## src/rtl/cla_seq_adder32_if.sv

```systemverilog
// Bus bundle for the sequential carry look-ahead add/subtract unit.
//   start/op_sub/a/b : request side, driven by the ALU-control logic (master)
//   busy/done        : status back to the requester
//   result/co/ovf    : sum or difference, carry out of the MSB, signed overflow
// The adder itself attaches through the slave modport.
interface cla_seq_adder32_if #(
  parameter int WIDTH = 32
);
  logic             start;
  logic             op_sub;
  logic [WIDTH-1:0] a;
  logic [WIDTH-1:0] b;
  logic             busy;
  logic             done;
  logic [WIDTH-1:0] result;
  logic             co;
  logic             ovf;

  modport master (
    output start, op_sub, a, b,
    input  busy, done, result, co, ovf
  );

  modport slave (
    input  start, op_sub, a, b,
    output busy, done, result, co, ovf
  );
endinterface

```

## src/rtl/cla_seq_adder32.sv

```systemverilog
// Multi-cycle add/subtract unit built around one 4-bit carry look-ahead slice.
// The slice is reused for WIDTH/4 cycles, least significant nibble first, with
// the inter-nibble carry held in a register between cycles.
// Ports:
//   clk    : rising-edge clock
//   reset  : synchronous, active-high; returns every register to zero / IDLE
//   bus    : slave side of cla_seq_adder32_if
//            start/op_sub/a/b sampled only in IDLE or DONE
//            busy high during RUN, done a one-cycle pulse in DONE
//            result/co/ovf updated only on the final RUN edge, held otherwise
module cla_seq_adder32 #(
  parameter int WIDTH = 32
) (
  input  logic                  clk,
  input  logic                  reset,
  cla_seq_adder32_if.slave      bus
);

  localparam int NIB   = WIDTH / 4;
  localparam int CNT_W = (NIB > 1) ? $clog2(NIB) : 1;

  if ((WIDTH % 4) != 0 || WIDTH < 8) begin : g_width_check
    $error("cla_seq_adder32: WIDTH must be a multiple of 4 and at least 8");
  end

  typedef enum logic [1:0] {
    IDLE = 2'd0,
    RUN  = 2'd1,
    DONE = 2'd2
  } state_t;

  state_t             state_q, state_d;
  logic [CNT_W-1:0]   cnt_q, cnt_d;
  logic               carry_q, carry_d;
  logic [WIDTH-1:0]   opa_q, opa_d;
  logic [WIDTH-1:0]   opb_q, opb_d;
  logic [WIDTH-1:0]   work_q, work_d;
  logic [WIDTH-1:0]   result_q, result_d;
  logic               co_q, co_d;
  logic               ovf_q, ovf_d;

  logic [3:0]         nib_a, nib_b, nib_s;
  logic               slice_c3, slice_co;
  logic               accept;
  logic               last;

  // 4-bit carry look-ahead slice. Returns {carry_out, carry_into_bit3, sum}.
  // Carry into bit 3 is exported so the final nibble can form signed overflow.
  function automatic logic [5:0] cla4(input logic [3:0] x,
                                      input logic [3:0] y,
                                      input logic       ci);
    logic [3:0] g;
    logic [3:0] p;
    logic       c1, c2, c3, c4;
    logic [3:0] s;
    g  = x & y;
    p  = x ^ y;
    c1 = g[0] | (p[0] & ci);
    c2 = g[1] | (p[1] & g[0]) | (p[1] & p[0] & ci);
    c3 = g[2] | (p[2] & g[1]) | (p[2] & p[1] & g[0]) | (p[2] & p[1] & p[0] & ci);
    c4 = g[3] | (p[3] & g[2]) | (p[3] & p[2] & g[1]) | (p[3] & p[2] & p[1] & g[0])
         | (p[3] & p[2] & p[1] & p[0] & ci);
    s  = p ^ {c3, c2, c1, ci};
    return {c4, c3, s};
  endfunction

  // Slice datapath: select the current nibble of each operand.
  always_comb begin
    nib_a = opa_q[4*int'(cnt_q) +: 4];
    nib_b = opb_q[4*int'(cnt_q) +: 4];
    {slice_co, slice_c3, nib_s} = cla4(nib_a, nib_b, carry_q);
  end

  assign last   = (cnt_q == CNT_W'(NIB - 1));
  assign accept = bus.start && ((state_q == IDLE) || (state_q == DONE));

  always_comb begin
    state_d  = state_q;
    cnt_d    = cnt_q;
    carry_d  = carry_q;
    opa_d    = opa_q;
    opb_d    = opb_q;
    work_d   = work_q;
    result_d = result_q;
    co_d     = co_q;
    ovf_d    = ovf_q;

    case (state_q)
      IDLE: begin
        state_d = IDLE;
      end
      RUN: begin
        work_d[4*int'(cnt_q) +: 4] = nib_s;
        carry_d = slice_co;
        cnt_d   = cnt_q + CNT_W'(1);
        // Outputs are published only once the whole word is assembled, so the
        // final nibble is merged straight into the visible result here.
        if (last) begin
          state_d  = DONE;
          result_d = work_d;
          co_d     = slice_co;
          ovf_d    = slice_c3 ^ slice_co;
        end
      end
      DONE: begin
        state_d = IDLE;
      end
      default: begin
        state_d = IDLE;
      end
    endcase

    // Subtract is A + ~B + 1: the +1 enters as the initial carry.
    if (accept) begin
      state_d = RUN;
      opa_d   = bus.a;
      opb_d   = bus.op_sub ? ~bus.b : bus.b;
      carry_d = bus.op_sub;
      cnt_d   = '0;
    end
  end

  always_ff @(posedge clk) begin
    if (reset) begin
      state_q  <= IDLE;
      cnt_q    <= '0;
      carry_q  <= 1'b0;
      opa_q    <= '0;
      opb_q    <= '0;
      work_q   <= '0;
      result_q <= '0;
      co_q     <= 1'b0;
      ovf_q    <= 1'b0;
    end else begin
      state_q  <= state_d;
      cnt_q    <= cnt_d;
      carry_q  <= carry_d;
      opa_q    <= opa_d;
      opb_q    <= opb_d;
      work_q   <= work_d;
      result_q <= result_d;
      co_q     <= co_d;
      ovf_q    <= ovf_d;
    end
  end

  assign bus.busy   = (state_q == RUN);
  assign bus.done   = (state_q == DONE);
  assign bus.result = result_q;
  assign bus.co     = co_q;
  assign bus.ovf    = ovf_q;

endmodule

```

## src/flat_wrapper.sv

```systemverilog
// flat-port wrapper written by rule: the top's interface ports become plain ports
module cla_seq_adder32_flat 
#(
  parameter int WIDTH = 32
)
  (clk, reset, bus_start, bus_op_sub, bus_a, bus_b, bus_busy, bus_done, bus_result, bus_co, bus_ovf);
  cla_seq_adder32_if #(.WIDTH(WIDTH)) bus_i ();
  input  logic clk;
  input  logic reset;
  input wire logic [$bits(bus_i.start)-1:0] bus_start;
  input wire logic [$bits(bus_i.op_sub)-1:0] bus_op_sub;
  input wire logic [$bits(bus_i.a)-1:0] bus_a;
  input wire logic [$bits(bus_i.b)-1:0] bus_b;
  output wire logic [$bits(bus_i.busy)-1:0] bus_busy;
  output wire logic [$bits(bus_i.done)-1:0] bus_done;
  output wire logic [$bits(bus_i.result)-1:0] bus_result;
  output wire logic [$bits(bus_i.co)-1:0] bus_co;
  output wire logic [$bits(bus_i.ovf)-1:0] bus_ovf;
  assign bus_i.start = bus_start;
  assign bus_i.op_sub = bus_op_sub;
  assign bus_i.a = bus_a;
  assign bus_i.b = bus_b;
  assign bus_busy = bus_i.busy;
  assign bus_done = bus_i.done;
  assign bus_result = bus_i.result;
  assign bus_co = bus_i.co;
  assign bus_ovf = bus_i.ovf;
  cla_seq_adder32 #(.WIDTH(WIDTH)) u_core (.clk(clk), .reset(reset), .bus(bus_i));
endmodule
```

## config.mk

```make
export PLATFORM = sky130hd
export DESIGN_NAME = cla_seq_adder32_flat
export DESIGN_NICKNAME = d
export VERILOG_FILES = /design/src/rtl/cla_seq_adder32_if.sv /design/src/rtl/cla_seq_adder32.sv /design/src/flat_wrapper.sv
export SDC_FILE = /design/constraint.sdc
export NUM_CORES = 1
export LEC_CHECK = 0
export ABC_CLOCK_PERIOD_IN_PS = 4090
export BUFFER_PORTS_ARGS = -buffer_cell sky130_fd_sc_hd__buf_4
export CORE_MARGIN = 4
export CORE_UTILIZATION = 55
export DETAILED_ROUTE_END_ITERATION = 6
export PLACE_DENSITY = 0.79
export SETUP_SLACK_MARGIN = 0.5
export SYNTH_ARGS = -nofsm -noshare
export SYNTH_HDL_FRONTEND = slang
export SYNTH_SLANG_ARGS = --single-unit
```

## constraint.sdc

```tcl
create_clock -name clk -period 4.09 [get_ports clk]
set_input_delay 0.409 -clock clk [delete_from_list [all_inputs] [get_ports clk]]
set_output_delay 0.409 -clock clk [all_outputs]
set_load 0.02 [all_outputs]
```

==> impl_metrics.csv, run 1 <==
group,metric,value,unit
global_routing,met1_usage,29.01,%
power_and_ir_drop,peakVddDrop,0.2700,mV
detailed_routing,routedWlPerCell,15.55,um
timing,worst_pin_slew,1.165,ns
detailed_routing,drt-pass1-iter-count,5,
power_and_ir_drop,p_per_area,431.0,nW/um^2
critical_path,crit_required,4.35,ns
timing,fmax,296.5,MHz
cts,clockBufferDepth,2,
timing,fin_crit_sh,82.47,%
critical_path,crit_family,"compound AO/OA/AOI/OAI gates",
global_routing,grt_usage,23.69,%
cells_and_area,final_cell_mix,"135 x dfxtp_1, 113 x nand2_1, 108 x nor2_1",
cells_and_area,final_common_cell,"dfxtp_1",
logic_synthesis,syn-num-nets,814,
cts,insertion_delay,0.42,ns
timing,setup_viol,0,
floorplan,row_count,38,
floorplan,start_util,57.23,%
global_routing,grt.overflow.total,0,
floorplan,die_h,115.4,um
critical_path,cp.arrival,3.63,ns
cts,path_clk_slew,0.06,ns
placed_design,gp_congestion,0.8190,
power_and_ir_drop,p_leak,3.060,nW
logic_synthesis,synth_edf_count,0,
floorplan,ios,104,
cts,cts.sinks,136,
timing,hold_viol,0,
detailed_routing,drc,0,
critical_path,path_common_cell,"nand2_1",
floorplan,core_area,11080,um^2
timing,grt_setup_unrepaired,"no",
timing,finClkSkew,0.006582,ns
critical_path,cp_slowest_cell,"dfxtp_1",
floorplan,die_x,115.4,um
floorplan,die_area,13310,um^2
global_routing,grt_pass1_wl,25.18,mm
placed_design,dp_hpwl,10.29,mm
cts,cts_tree,"built",
hold_path,hold_path.class,"input port to flop",
detailed_routing,drt_iter0_drc,328,
cells_and_area,antennaDiodeCount,0,
flow_run,cap_violations,0,
global_routing,met2_usage,41.63,%
timing,fin_setup_tns,0,ns
logic_synthesis,ys_seq_area_share,42.94,%
timing,drv_slew,0,
global_routing,grt_max_degree,109,
critical_path,slowest_delay,0.77,ns
global_routing,busiest_layer,"met2",
global_routing,grt_pass1_vias,5316,
critical_path,cp_max_fo,14,
logic_synthesis,syn_inst,733,
logic_synthesis,ys_async_sr_fraction,0,%
timing,whs,0.2411,ns
critical_path,crit_type,"flop to flop",
cts,cts_max_level,4,
detailed_routing,wirelength,14.82,mm
placed_design,port_buffers,103,
run_status,status,"completed",
logic_synthesis,ys_ff_latch,136,
detailed_routing,detail_route.vias_per_cell,5.605,
logic_synthesis,synth.avg_cell_area,8.649,um^2
critical_path,worstPathCellList,"clkinvlp_4, nand2_1, nand2_1, ha_1, a21o_1, a21oi_1, mux2_2, a221oi_1, nor3_1",
cells_and_area,final_nets,881,
critical_path,startpoint_type,"flop",
logic_synthesis,yosysUniqueCellTypes,45,
detailed_routing,vias,5342,
cts,cts-root-buf,"clkbuf_16",
cts,post_cts.repair.setup_buffers,0,
logic_synthesis,synth_ff_type,"dfxtp_1",
global_routing,antenna_found_initial,0,
cells_and_area,syn2layout_area_growth,21.69,%
logic_synthesis,synth_area,6340,um^2
timing,max-slew-margin-rel,22.32,%
detailed_routing,antenna_left,0,
cts,numCtsBuffers,17,
logic_synthesis,ys_warn_count,0,
critical_path,worst-path-buf-inv,1,
global_routing,met3_usage,4.474,%
cells_and_area,final_layout_size_suffix_gt1_share,20.54,%
critical_path,endpoint_kind,"flop",
timing,fin_crit,3.373,ns
-- synthesized netlist by cell type (6+ instances only) --
master	instances	share of area, %
a211oi_1	57	6.7
a21oi_1	67	5.3
a221oi_1	6	0.83
buf_2	12	0.95
clkbuf_1	44	2.6
dfxtp_1	136	43
ha_1	12	2.4
mux2i_1	20	3.2
mux4_2	16	5.7
nand2_1	113	6.7
nand3_1	8	0.63
nand3b_1	11	1.3
nor2_1	108	6.4
nor3_1	30	2.4
xnor2_1	36	5.0
-- metal layers --
layer / part of all wire, % / vias up
met5: 0 / -
met4: 1.5 / 0
met3: 5.1 / 20
met2: 51 / 150
met1: 42 / 2491
li1: - / 2681
-- area by class of cell --
cell class / count / area, um^2
Clock buffer: 26 / 509.2
Clock inverter: 6 / 87.58
Fill cell: 894 / 3363
Inverter: 5 / 22.52
Multi-Input combinational cell: 531 / 3351
Sequential cell: 136 / 2726
Tap cell: 140 / 175.2
Timing Repair Buffer: 109 / 843.3
-- per-stage QoR --
| stage | cell area (um^2) | std cells | total power, mW | setup WS [ns] | utilization, % |
|---|---|---|---|---|---|
| finish | 7715 | 953 | 3.325 | 0.7170 | 69.64 |
| global placement | 7112 | 921 | 1.817 | 0.6878 | 64.20 |
| global route | 7715 | 953 | 3.452 | 0.5443 | 69.64 |
| detailed placement | 7112 | 921 | 1.834 | 0.5666 | 64.20 |
| floorplan | 6340 | 733 | 1.709 | 0.8853 | - |
| CTS | 7709 | 953 | 3.342 | 0.5464 | 69.58 |
-- sequential cells by signal (all words and copies together) (netlist names) --
register,flops
u_core.bus.result,32
u_core.opa_q,32
u_core.opb_q,32
u_core.work_q,32
u_core.cnt_q,3
u_core.state_q,2
u_core.bus.co,1
u_core.bus.ovf,1
u_core.carry_q,1
-- final timing paths --
kind                     from               endpoint  slack [ns]  depth (start not counted)
max           u_core.cnt_q[2]  u_core.bus.result[10]        0.72                          9
min                 bus_a[11]       u_core.opa_q[11]        0.24                          3
max reg2reg   u_core.cnt_q[2]  u_core.bus.result[10]        0.72                          9
min reg2reg  u_core.opa_q[11]       u_core.opa_q[11]        0.45                          2
-- timing repair --
item,4_1_cts,5_1_grt
hold buffers,0,0
endpoints found under the setup margin,0,19
gates resized for setup,0,2
-- report_power, final --
group          switching (mW)  internal (mW)
clock network           0.539          0.977
logic                   0.212          0.176
registers              0.0404           1.38
total                   0.792           2.53
-- tightest hold or removal path: cells and delay by family --
family,cells,cell delay (ns)
AO/OA/AOI/OAI,1,0.05
AND/OR/NAND/NOR,1,0.05
buffers and inverters,1,0.11
-- kinds of logic after synthesis --
family,after synthesis,share of synthesized area [%]
and+or+nand+nor,297,20.94
AOI/OAI and AO/OA,146,14.84
DFF,136,42.94
buffers and inverters,66,4.322
xor gates and xnor gates,38,5.250
muxes,37,9.019
adders and majority gates,13,2.684
Note: power is estimated with default switching activity, not from simulation.
==> inputs of run 2 (changes only) <==
--- a/config.mk
+++ b/config.mk
@@ -5,7 +5,8 @@
 export SDC_FILE = /design/constraint.sdc
 export NUM_CORES = 1
 export LEC_CHECK = 0
-export ABC_CLOCK_PERIOD_IN_PS = 4090
+export ABC_AREA = 1
+export ABC_CLOCK_PERIOD_IN_PS = 3140
 export BUFFER_PORTS_ARGS = -buffer_cell sky130_fd_sc_hd__buf_4
 export CORE_MARGIN = 4
 export CORE_UTILIZATION = 55
==> constraint.sdc (replaced) <==
create_clock -name clk -period 3.14 [get_ports clk]
set_input_delay 0.314 -clock clk [delete_from_list [all_inputs] [get_ports clk]]
set_output_delay 0.314 -clock clk [all_outputs]
set_load 0.02 [all_outputs]
==> run 2 against run 1 <==
Compared with the run above:
- flip-flop and latch count is the same
- critical path depth grew 9
- worst hold slack lost 0.089 ns
- wire length grew 16%
- critical path type unchanged
- non-clock buffer count grew 18
- final cell count grew 18%
- sequential power grew 34%
- largest power group unchanged
==> impl_metrics.csv, run 2 <==
group,metric,value,unit
logic_synthesis,yosysUniqueCellTypes,36,
floorplan,die_x,116.0,um
critical_path,cp.arrival,2.94,ns
logic_synthesis,syn-num-nets,956,
cts,cts_tree,"built",
critical_path,startpoint_type,"flop",
cells_and_area,fill_cells,879,
cts,numCtsBuffers,17,
cells_and_area,final_nets,1047,
timing,hold_viol,0,
power_and_ir_drop,p_leak,3.675,nW
power_and_ir_drop,p_per_area,588.0,nW/um^2
detailed_routing,wirelength,17.17,mm
timing,fin_setup_tns,0,ns
logic_synthesis,ys_warn_count,0,
placed_design,port_buffers,103,
placed_design,dpl_worst_slack,0.3659,ns
floorplan,start_util,56.14,%
global_routing,grt_pass1_wl,25.82,mm
cts,clockBufferDepth,2,
logic_synthesis,ys_seq_area_share,42.48,%
logic_synthesis,synth_edf_count,0,
power_and_ir_drop,peakVddDrop,0.3892,mV
logic_synthesis,synth_area_leaders,"dfxtp_1 42%, o21ai_0 13%, a21oi_1 7.4%",
floorplan,die_h,116.0,um
logic_synthesis,yosysTopAreaCell,"dfxtp_1",
detailed_routing,detail_route.vias_per_cell,5.574,
critical_path,slowest_delay,0.38,ns
run_status,status,"completed",
logic_synthesis,ys_ff_latch,136,
critical_path,reg2reg_depth,18,
hold_path,hold_path.class,"input port to flop",
critical_path,worstPathCellList,"inv_4, buf_12, a21oi_2, o21ai_2, nand2_1, nor2_1, a31oi_1, ha_2, a21oi_2, nand2_1, nand2_1, nand2_2, nand2_1, nor2_2, nand2_1, nand3_1, nand2_1, inv_1",
placed_design,dp_hpwl,10.26,mm
timing,worst_pin_slew,0.8250,ns
detailed_routing,vias,6254,
cells_and_area,final_layout_size_suffix_gt1_share,23.19,%
critical_path,r2r_slack,0.52,ns
logic_synthesis,syn_inst,875,
logic_synthesis,ys_async_sr_fraction,0,%
timing,fmax,381.4,MHz
logic_synthesis,yosysMostFrequentCell,"o21ai_0",
power_and_ir_drop,power.switching,1.355,mW
logic_synthesis,synth.avg_cell_area,7.326,um^2
placed_design,gp_congestion,0.8750,
floorplan,core_area,11420,um^2
timing,grt_setup_unrepaired,"yes",
global_routing,grt_max_degree,76,
detailed_routing,drc,0,
detailed_routing,routedWlPerCell,15.30,um
cells_and_area,final_cell_mix,"147 x o21ai_0, 133 x dfxtp_1, 119 x nor2_1, 119 x buf_4, 87 x a21oi_1",
critical_path,cp_slowest_cell,"dfxtp_4",
critical_path,endpoint_kind,"flop",
detailed_routing,antenna_left,0,
cts,cts-root-buf,"clkbuf_16",
detailed_routing,drt-pass1-iter-count,7,
logic_synthesis,synth_commonest_cells,"162 x o21ai_0, 136 x dfxtp_1, 124 x nor2_1",
power_and_ir_drop,p_int,3.496,mW
floorplan,die_area,13450,um^2
global_routing,antenna_found_initial,0,
cts,cts.sinks,136,
cts,cts_max_level,4,
critical_path,crit_type,"flop to flop",
cells_and_area,syn2layout_area_growth,28.69,%
flow_run,cap_violations,0,
hold_path,hold_depth,3,
global_routing,grt_usage,24.01,%
power_and_ir_drop,power_frac_seq,39.3,%
power_and_ir_drop,totalPowerFinal,4.850,mW
cts,path_clk_slew,0.06,ns
cells_and_area,multiInputGateArea,3312,um^2
power_and_ir_drop,combPwrFrac,18.2,%
cells_and_area,seq_area,2729,um^2
timing,drv_slew,0,
cells_and_area,antennaDiodeCount,0,
cts,postCtsHoldBufs,0,
critical_path,cp_max_fo,14,
cells_and_area,final_common_cell,"o21ai_0",
logic_synthesis,synth_ff_type,"dfxtp_1",
floorplan,row_count,39,
detailed_routing,drt_iter0_drc,602,
power_and_ir_drop,power_frac_clock,42.5,%
floorplan,ios,104,
timing,setup_viol,0,
global_routing,grt_pass1_vias,5437,
global_routing,grt.overflow.total,0,
logic_synthesis,synth_area,6410,um^2
placed_design,postPlaceCellArea,7253,um^2
logic_synthesis,synth_top_area_share,42.48,%
cts,insertion_delay,0.42,ns
timing,max-slew-margin-rel,44.92,%
timing,finClkSkew,0.005607,ns
cells_and_area,design_area,8249,um^2
power_and_ir_drop,swShare,27.93,%
timing,fin_crit,2.622,ns
critical_path,path_common_cell,"nand2_1",
critical_path,crit_required,3.45,ns
timing,setup_ws,0.5180,ns
timing,fin_crit_sh,83.50,%
[run 2: metrics by stage]
step                util, %  instances  hold WS, ns
global route          72.24       1122       0.1629
floorplan                 -        875       0.3990
detailed placement    63.52       1079       0.4643
finish                72.24       1122       0.1523
CTS                   69.47       1112       0.1491
global placement      63.52       1079       0.4617
[run 2: final timing paths]
check	startpoint	end
worst max-delay path	u_core.cnt_q[0]	u_core.work_q[10]
worst min-delay path	bus_a[10]	u_core.opa_q[10]
worst max register to register	u_core.cnt_q[0]	u_core.work_q[10]
worst min register to register	u_core.bus.result[0]	u_core.bus.result[0]
[run 2: kinds of logic (layout without fill, tap and decap cells)]
kind of cell / count (synthesis) / in the layout / synth area share (%)
buffers and inverters: 144 / 248 / 8.940
AND/OR/NAND/NOR: 265 / 265 / 18.45
flip-flops: 136 / 136 / 42.48
adder cells (fa/ha/maj): 13 / 13 / 2.655
multiplexers: 1 / 1 / 0.1562
AO/OA/AOI/OAI: 282 / 282 / 22.68
XOR/XNOR: 34 / 34 / 4.646
[run 2: layer usage]
layer	vias up	part of all wire (%)	track usage, %
li1	3062	-	-
met1	2843	44	34.43
met2	301	45	36.06
met3	48	8.2	5.065
met4	0	2.6	8.043
met5	-	0	0
[run 2: repair_timing]
item,CTS,global route
gates resized for setup,15,64
cloned,0,3
pin swaps,4,11
buffers inserted,1,7
endpoints found under the setup margin,52,63
[run 2: worst max-delay path, delay by kind of cell, from the launching register on]
kind                     cells  cell delay [ns]
AND/OR/NAND/NOR             10             0.84
AO/OA/AOI/OAI                4             0.66
flip-flops                   1             0.38
adder cells (fa/ha/maj)      1             0.38
buffers and inverters        3             0.26
[run 2: layout make-up]
type,instances,share of cell area [%]
Clock inverter,11,1.775
Clock buffer,21,5.703
Timing Repair Buffer,127,12.85
Inverter,89,4.277
Multi-Input combinational cell,595,40.15
Sequential cell,136,33.08
Tap cell,143,2.169
[run 2: power groups by stage]
stage	Sequential [mW]	Combinational, mW	Clock (mW)
3_3_place_gp	1.93	0.707	0
6_report	1.90	0.884	2.06
5_1_grt	1.91	0.964	2.16
2_1_floorplan	1.91	0.522	0
3_5_place_dp	1.93	0.716	0
4_1_cts	1.90	0.756	2.07
==> inputs of run 3 (changes only) <==
--- a/config.mk
+++ b/config.mk
@@ -5,8 +5,8 @@
 export SDC_FILE = /design/constraint.sdc
 export NUM_CORES = 1
 export LEC_CHECK = 0
-export ABC_AREA = 1
-export ABC_CLOCK_PERIOD_IN_PS = 3140
+export ABC_AREA = 0
+export ABC_CLOCK_PERIOD_IN_PS = 2600
 export BUFFER_PORTS_ARGS = -buffer_cell sky130_fd_sc_hd__buf_4
 export CORE_MARGIN = 4
 export CORE_UTILIZATION = 55
==> constraint.sdc (replaced) <==
create_clock -name clk -period 2.6 [get_ports clk]
set_input_delay 0.26 -clock clk [delete_from_list [all_inputs] [get_ports clk]]
set_output_delay 0.26 -clock clk [all_outputs]
set_load 0.02 [all_outputs]
==> run 3 against run 2 <==
Compared with the run above:
- via count shrank 0.96%
- final cell count is 8.5% lower
- worst setup slack lost 0.85 ns
- combinational power increased by 6.4%
- the run now ends with setup timing left
- fmax is 11% lower
- wire length grew 17%
- sequential power increased by 18%
- die area shrank 1.0%
- largest power group unchanged
- global-route usage up 4.1 points
- cell area grew 9.2%
- clock power up 25%
==> impl_metrics.csv, run 3 (synthesis results as in run 1) <==
group,metric,value,unit
critical_path,worstReg2RegStart,"u_core.cnt_q[0]",
cts,cts_tree,"built",
timing,grt_setup_unrepaired,"yes",
detailed_routing,wirelength,20.15,mm
cts,postCtsHoldBufs,0,
timing,setup_viol,50,
power_and_ir_drop,peakVddDrop,0.4622,mV
global_routing,grt_pass1_vias,6020,
timing,fin_crit_sh,112.7,%
timing,fin_setup_tns,-8.101,ns
detailed_routing,antenna_left,0,
global_routing,antenna_found_initial,0,
cells_and_area,final_cell_mix,"161 x buf_4, 134 x dfxtp_1, 99 x nor2_1",
cells_and_area,multiInputGateArea,3938,um^2
floorplan,row_count,38,
cts,cts-root-buf,"clkbuf_16",
cells_and_area,seq_area,2730,um^2
hold_path,min-delay-start,"bus_a[22]",
flow_run,cap_violations,0,
timing,fin_crit,2.931,ns
placed_design,port_buffers,103,
hold_path,whs_endpoint,"u_core.opa_q[22]",
critical_path,cp_slowest_cell,"mux4_2",
critical_path,cp.arrival,3.27,ns
critical_path,crit_required,2.94,ns
critical_path,cp_max_fo,8,
run_status,status,"finished, violations left",
cells_and_area,final_nets,955,
placed_design,placed_cells,965,
cells_and_area,fill_cells,603,
timing,hold_viol,0,
cells_and_area,layoutNonFillerInstCount,1027,
floorplan,start_util,57.23,%
cells_and_area,syn2layout_area_growth,42.06,%
detailed_routing,vias,6194,
floorplan,die_area,13310,um^2
critical_path,crit_type,"flop to flop",
global_routing,grt_usage,28.11,%
cells_and_area,final_common_cell,"buf_4",
power_and_ir_drop,p_per_area,638.1,nW/um^2
critical_path,endpoint_kind,"flop",
hold_path,hold_depth,3,
cts,path_clk_slew,0.06,ns
critical_path,worstPathCellList,"buf_12, mux4_2, nand2_2, nand2_2, ha_4, a21oi_4, o21ai_4, buf_12, xor2_4, buf_4, nand3b_1, a21oi_1",
floorplan,ios,104,
floorplan,core_area,11080,um^2
detailed_routing,drc,0,
timing,worst_pin_slew,0.6830,ns
timing,setup_ws,-0.3310,ns
timing,fmax,341.2,MHz
global_routing,grt_max_degree,103,
critical_path,slowest_delay,0.54,ns
global_routing,grt.overflow.total,0,
detailed_routing,routedWlPerCell,19.62,um
critical_path,r2r_end,"u_core.work_q[7]",
global_routing,grt_pass1_wl,29.41,mm
timing,drv_slew,0,
detailed_routing,detail_route.vias_per_cell,6.031,
run_status,violations,"setup timing",
cts,cts_max_level,4,
floorplan,die_x,115.4,um
floorplan,die_h,115.4,um
power_and_ir_drop,p_leak,3.633,nW
detailed_routing,drt_iter0_drc,543,
timing,finClkSkew,0.008350,ns
hold_path,hold_path.class,"input port to flop",
critical_path,r2r_slack,-0.33,ns
cts,clockBufferDepth,2,
critical_path,startpoint_type,"flop",
placed_design,gp_congestion,0.8657,
cells_and_area,antennaDiodeCount,0,
placed_design,dp_hpwl,11.07,mm
critical_path,reg2reg_depth,12,
cts,insertion_delay,0.42,ns
cts,cts.sinks,136,
detailed_routing,drt-pass1-iter-count,5,
timing,max-slew-margin-rel,54.46,%
cells_and_area,final_layout_size_suffix_gt1_share,37.54,%
cts,numCtsBuffers,17,
-- run 3: changes by cell type in the layout (fill, tap and decap cells not counted), sizes merged, moves of 27 or more --
| cell | before | now |
|---|---|---|
| a21oi | 95 | 67 |
| buf | 124 | 182 |
| inv | 87 | 4 |
| nand2 | 86 | 113 |
| a211oi | 2 | 57 |
| o21ai | 165 | 6 |
-- run 3: report_power, final --
| part | switching (mW) | total (mW) | internal [mW] |
|---|---|---|---|
| clock | 0.892 | 2.57 | 1.68 |
| combinational | 0.488 | 0.941 | 0.453 |
| sequential | 0.0659 | 2.24 | 2.17 |
-- run 3: per-layer routing --
metal	track usage [%]	share of wire [%]
met1	33.64	38
met2	46.64	51
met3	6.263	6.1
met4	15.88	4.5
met5	0	0
-- run 3: final cells by class --
class | count | share of cell area (%)
Multi-Input combinational cell | 532 | 43.72
Inverter | 5 | 0.2223
Sequential cell | 136 | 30.31
Clock inverter | 8 | 1.584
Clock buffer | 24 | 5.349
Timing Repair Buffer | 182 | 16.87
Tap cell | 140 | 1.945
-- run 3: metrics by stage --
| step | worst slack, ns | cell area [um^2] | total power [mW] | util, % | hold slack [ns] |
|---|---|---|---|---|---|
| floorplan | -0.09554 | 6580 | 2.743 | - | 0.3960 |
| global placement | -0.1831 | 7691 | 2.982 | 69.43 | 0.4394 |
| detailed placement | -0.2866 | 7691 | 3.009 | 69.43 | 0.4450 |
| CTS | -0.1463 | 8741 | 5.629 | 78.90 | 0.07934 |
| global route | -0.3800 | 9006 | 5.899 | 81.30 | 0.08839 |
| finish | -0.3310 | 9006 | 5.747 | 81.30 | 0.09184 |
-- run 3: how the worst max path moves through the flow --
stage                    startpoint                    end  slack (ns)  depth (start not counted)
detailed placement  u_core.cnt_q[0]  u_core.bus.result[11]       -0.29                         11
global route        u_core.cnt_q[0]       u_core.work_q[7]       -0.38                         12
CTS                 u_core.cnt_q[0]   u_core.bus.result[3]       -0.15                         11
floorplan           u_core.cnt_q[0]  u_core.bus.result[30]        -0.1                         12
finish              u_core.cnt_q[0]       u_core.work_q[7]       -0.33                         12
global placement    u_core.cnt_q[0]   u_core.bus.result[9]       -0.18                         10
-- run 3: repair_timing --
item	4_1_cts	5_1_grt
setup endpoints to repair	67	67
setup buffers	20	9
pin swaps	30	27
gates cloned	1	0
resized for setup	63	38
-- run 3: critical path: cells and delay by family (launching register included) --
kind	cells	cell delay, ns
AOI/OAI and AO/OA	3	0.49
xor gates and xnor gates	1	0.31
adders and majority gates	1	0.34
buffers and inverters	3	0.47
DFF	1	0.44
muxes	1	0.54
and+or+nand+nor	3	0.26
